[src/rtl/tc_cascade_counter_pkg.sv]
// Shared definitions for the TC cascade counter: FSM state encoding and
// default widths of the low nibble and the high-order count.
package tc_cascade_counter_pkg;

    typedef enum logic {
        ST_RUN  = 1'b0,
        ST_HALT = 1'b1
    } state_t;

    localparam int NIB_W     = 4;
    localparam int DEF_WIDTH = 4;

endpackage

[src/rtl/tc_edge_det.sv]
// Rising-edge detector whose history flop resets to 1, so an input already
// high when reset is released does not produce an event.
module tc_edge_det (
    input  logic i_clk,
    input  logic i_srst,
    input  logic i_d,
    output logic o_ev
);

    logic r_d;

    always_ff @(posedge i_clk) begin
        if (i_srst) begin
            r_d <= 1'b1;
        end else begin
            r_d <= i_d;
        end
    end

    assign o_ev = i_d & ~r_d;

endmodule

[src/rtl/tc_cascade_counter.sv]
// High-order stage of a cascaded counter: counts upstream TC rising edges,
// with carry-out pulse, sticky overflow and optional capture (TC_CASCADE_CAPTURE_EN).
module tc_cascade_counter
    import tc_cascade_counter_pkg::*;
#(
    parameter int WIDTH = DEF_WIDTH,
    parameter int WRAP  = 1
) (
    input  logic                   Clk,
    input  logic                   MR,
    input  logic                   TC_in,
    input  logic [NIB_W-1:0]       Q_in,
    input  logic                   En,
    input  logic                   Clr,
    input  logic                   Cap,
    output logic [WIDTH-1:0]       Q_hi,
    output logic [WIDTH+NIB_W-1:0] Total,
    output logic                   TC_hi,
    output logic                   OVF,
    output logic [WIDTH+NIB_W-1:0] Cap_val,
    output logic                   Cap_vld
);

    localparam logic [WIDTH-1:0] Q_MAX = '1;

    state_t           r_state, w_state_next;
    logic [WIDTH-1:0] r_q_hi, w_q_hi_next;
    logic             r_tc_hi, w_tc_hi_next;
    logic             r_ovf, w_ovf_next;
    logic             w_ev;

    tc_edge_det u_edge_det (
        .i_clk  (Clk),
        .i_srst (MR),
        .i_d    (TC_in),
        .o_ev   (w_ev)
    );

    always_ff @(posedge Clk) begin
        if (MR) begin
            r_state <= ST_RUN;
            r_q_hi  <= '0;
            r_tc_hi <= 1'b0;
            r_ovf   <= 1'b0;
        end else begin
            r_state <= w_state_next;
            r_q_hi  <= w_q_hi_next;
            r_tc_hi <= w_tc_hi_next;
            r_ovf   <= w_ovf_next;
        end
    end

    always_comb begin
        w_state_next = r_state;
        w_q_hi_next  = r_q_hi;
        w_tc_hi_next = 1'b0;
        w_ovf_next   = r_ovf;
        if (Clr) begin
            // Clear wins over a same-cycle event and also releases HALT.
            w_state_next = ST_RUN;
            w_q_hi_next  = '0;
            w_ovf_next   = 1'b0;
        end else if (r_state == ST_RUN && w_ev && En) begin
            if (r_q_hi != Q_MAX) begin
                w_q_hi_next = r_q_hi + 1'b1;
            end else begin
                w_tc_hi_next = 1'b1;
                w_ovf_next   = 1'b1;
                if (WRAP != 0) begin
                    w_q_hi_next = '0;
                end else begin
                    w_state_next = ST_HALT;
                end
            end
        end
    end

    assign Q_hi  = r_q_hi;
    assign TC_hi = r_tc_hi;
    assign OVF   = r_ovf;
    assign Total = {r_q_hi, Q_in};

`ifdef TC_CASCADE_CAPTURE_EN
    logic [WIDTH+NIB_W-1:0] r_cap_val;
    logic                   r_cap_vld;

    // Samples Total before this cycle's increment lands in r_q_hi.
    always_ff @(posedge Clk) begin
        if (MR) begin
            r_cap_val <= '0;
            r_cap_vld <= 1'b0;
        end else begin
            r_cap_vld <= Cap;
            if (Cap) begin
                r_cap_val <= Total;
            end
        end
    end

    assign Cap_val = r_cap_val;
    assign Cap_vld = r_cap_vld;
`else
    logic w_unused_cap;
    assign w_unused_cap = Cap;
    assign Cap_val      = '0;
    assign Cap_vld      = 1'b0;
`endif

endmodule

[config.mk]
export PLATFORM = sky130hd
export DESIGN_NAME = tc_cascade_counter
export DESIGN_NICKNAME = d
export VERILOG_FILES = /design/src/rtl/tc_cascade_counter_pkg.sv /design/src/rtl/tc_edge_det.sv /design/src/rtl/tc_cascade_counter.sv
export SDC_FILE = /design/constraint.sdc
export NUM_CORES = 1
export LEC_CHECK = 0
export CAP_MARGIN = 20
export CORE_UTILIZATION = 28
export DETAILED_ROUTE_END_ITERATION = 10
export PLACE_DENSITY = 0.85
export SLEW_MARGIN = 20
export SYNTH_ARGS = -nofsm -noshare
export SYNTH_HDL_FRONTEND = slang
export SYNTH_SLANG_ARGS = --single-unit
[constraint.sdc]
create_clock -name Clk -period 1.07 [get_ports Clk]
set_clock_uncertainty 0.1 [all_clocks]
set_input_delay 0.214 -clock Clk [delete_from_list [all_inputs] [get_ports Clk]]
set_output_delay 0.214 -clock Clk [all_outputs]
set_load 0.05 [all_outputs]
==> results.py <==
metrics = {
    "die": {
        "rows": 13,
        "dieWidth_um": 40.5,
        "core_area_um2": 1330,
        "initial_core_util": 0.311,
        "ioPinCount": 33,
        "die_y_um": 40.5,
        "die-area_um2": 1640,
    },
    "sta": {
        "fin_crit_ns": 1.19,
        "grt_setup_unrepaired": "true",
        "hold_violations": 0,
        "max_freq_mhz": 841,
        "final_max_slew_viol_count": 0,
        "final.period_utilization": 1.11,
        "setup_violations": 12,
        "setup_ws_ns": -0.119,
    },
    "drt": {
        "wl_um": 742,
        "drt-vias-per-instance": 4.23,
        "avgRoutedWirePerCell_um": 9.64,
        "drt_iter0_markers": 6,
        "drt-pass1-iter-count": 2,
        "drc": 0,
        "vias": 326,
        "ant_nets": 0,
    },
    "place": {
        "portBuffers": 14,
        "placement.cell_area_um2": 626,
        "dp.final_hpwl_um": 502,
        "finalWeightedCongestion": 0.727,
        "pre_cts_slack_ns": -0.402,
    },
    "run_status": {
        "outcome": "complete, but fails checks",
        "violations": "setup timing",
    },
    "finish": {
        "post-route-cell-area_um2": 703,
        "diodes": 0,
        "area_growth_pct": 69.8,
        "final_nets": 74,
        "drive_gt1_frac": 0.532,
    },
    "synth": {
        "synth_edf_count": 0,
        "syn_area_per_cell_um2": 8.81,
        "synth_cell_types": 17,
        "synth_area_leaders": "dfxtp_1 34%, buf_4 31%, nand4b_1 4.2%",
        "synth-seq-area-share": 0.338,
        "async_flop_share": 0,
        "syn_inst": 47,
        "synth_common_cells": "17 x buf_4, 7 x dfxtp_1, 3 x nor2_1",
        "mappedNetlistArea_um2": 414,
        "synth-main-ff-cell": "dfxtp_1",
        "synth_area_leader_cell": "dfxtp_1",
        "ys_ff_latch": 7,
        "synth_most_common_cell": "buf_4",
        "ys_warn_count": 0,
        "synth_top_area_frac": 0.338,
    },
    "power_and_ir_drop": {
        "internal_power_uw": 422,
        "p_seq_frac": 0.427,
        "switchingPower_uw": 183,
        "power_frac_comb": 0.180,
        "power_density_nw_per_um2": 862,
        "peakVddDrop_mv": 0.570,
        "p_clk_frac": 0.393,
        "switching_share": 0.303,
        "leakage_uw": 0.000287,
    },
    "clocking": {
        "cts_tree": "done",
        "max-clock-path-buffers": 2,
        "cts_buffers": 3,
        "htreeDepth": 1,
        "clkTransAtPathRegs_ns": 0.05,
        "clock_tree.root_cell": "clkbuf_4",
        "cts_hold_buf": 0,
        "clock-sinks": 7,
        "worstSkewPairLatency_ns": 0.25,
    },
    "global_route": {
        "grt_pass1_wl_mm": 1.04,
        "grt_pass1_vias": 266,
        "grt_max_degree": 7,
        "grt-ovfl-total": 0,
        "grt_antenna_before_repair": 0,
        "grt_usage": 0.104,
    },
    "critical_path": {
        "crit_chain": "buf_6 -> buf_12",
        "cp.required_ns": 0.76,
        "r2r_cells": 4,
        "critPathMaxFanout": 4,
        "worst-path-stages": 2,
        "critPathMaxStageDelay_ns": 0.36,
        "crit_buf_inv": 2,
        "slowest_stage": "dfxtp_4",
        "critPathArrivalTime_ns": 0.88,
        "cp-start-kind": "flip-flop",
        "crit_type": "flip-flop to primary output",
        "path_delay_family": "flip-flops",
        "worstSetupEndpointType": "primary output",
    },
    "run": {
        "drv_cap": 0,
    },
    "min_path": {
        "hold_depth": 2,
        "hp-class": "primary input to flip-flop",
    },
}
## metrics by stage
stage          setup TNS [ns]  cells   util  hold slack, ns  power [uW]
2_1_floorplan          -0.431     55      -           0.218         414
3_3_place_gp            -1.77     70  0.469           0.328         370
3_5_place_dp            -1.92     70  0.469           0.328         371
4_1_cts                 -1.03     77  0.518           0.287         609
5_1_grt                 -1.66     77  0.527           0.304         646
6_report                -1.16     77  0.527           0.296         606
## power by group through the flow
stage          sequential (uW)  combinational (uW)  clock, uW
2_1_floorplan              266                 149          0
3_3_place_gp               263                 106          0
3_5_place_dp               264                 107          0
4_1_cts                    258                 107        244
5_1_grt                    258                 116        272
6_report                   258                 109        238
## routing by layer
metal	vias to the layer above	global-route usage	wire, um
met5	-	0	0
met4	0	0.0833	4
met3	2	0.0556	64
met2	17	0.163	430
met1	148	0.0993	242
li1	159	-	-
## path summary, 6_finish.rpt
kind              startpoint              to  slack, ns
setup / recovery     Q_hi[1]        Total[5]      -0.12
hold / removal         TC_in  u_edge_det.r_d       0.30
setup reg to reg     Q_hi[1]             OVF      -0.09
hold reg to reg          OVF             OVF       0.41
## cell families after synthesis
kind of cell | count (synthesis) | synth area share
buf+inv | 18 | 0.320
simple gates | 13 | 0.175
flops | 7 | 0.338
compound gates | 4 | 0.0604
xor+xnor | 2 | 0.0423
fa+ha+maj | 1 | 0.0302
other cells | 1 | 0.00905
mux | 1 | 0.0242
## registers in the layout (all words and copies together), names as in the netlist
signal	flops
u_edge_det.r_d	1
TC_hi	1
Q_hi	4
OVF	1
## final cells by class
cell class / count / area, um^2
fill: 124 / 631
sequential: 7 / 155
tap: 15 / 18.8
clock buffer: 4 / 26.3
timing repair buffer: 21 / 305
multi-input combinational: 30 / 198
## cell usage in the layout (no fill, tap or decap)
master	count
buf_12	10
conb_1	9
buf_6	4
dfxtp_2	3
dfxtp_4	3
clkbuf_4	3
buf_4	3
nand2_1	2
nand4b_1	2
xor2_1	2
nor2_1	2
clkdlybuf4s50_1	2
dlygate4sd2_1	2
nor2_2	1
nand3b_1	1
or2_4	1
nor3_1	1
or2_2	1
or3_1	1
a21oi_1	1
o21ai_0	1
a21oi_2	1
nor3_2	1
o21ba_2	1
mux2i_1	1
ha_4	1
clkbuf_1	1
dfxtp_1	1
## repair_timing
action | in CTS | in global routing
gates resized for setup | 8 | 4
setup endpoints to repair | 14 | 15
setup buffers | 3 | 0
pin swaps | 3 | 0
No activity file was read; power rests on OpenSTA's default activity.
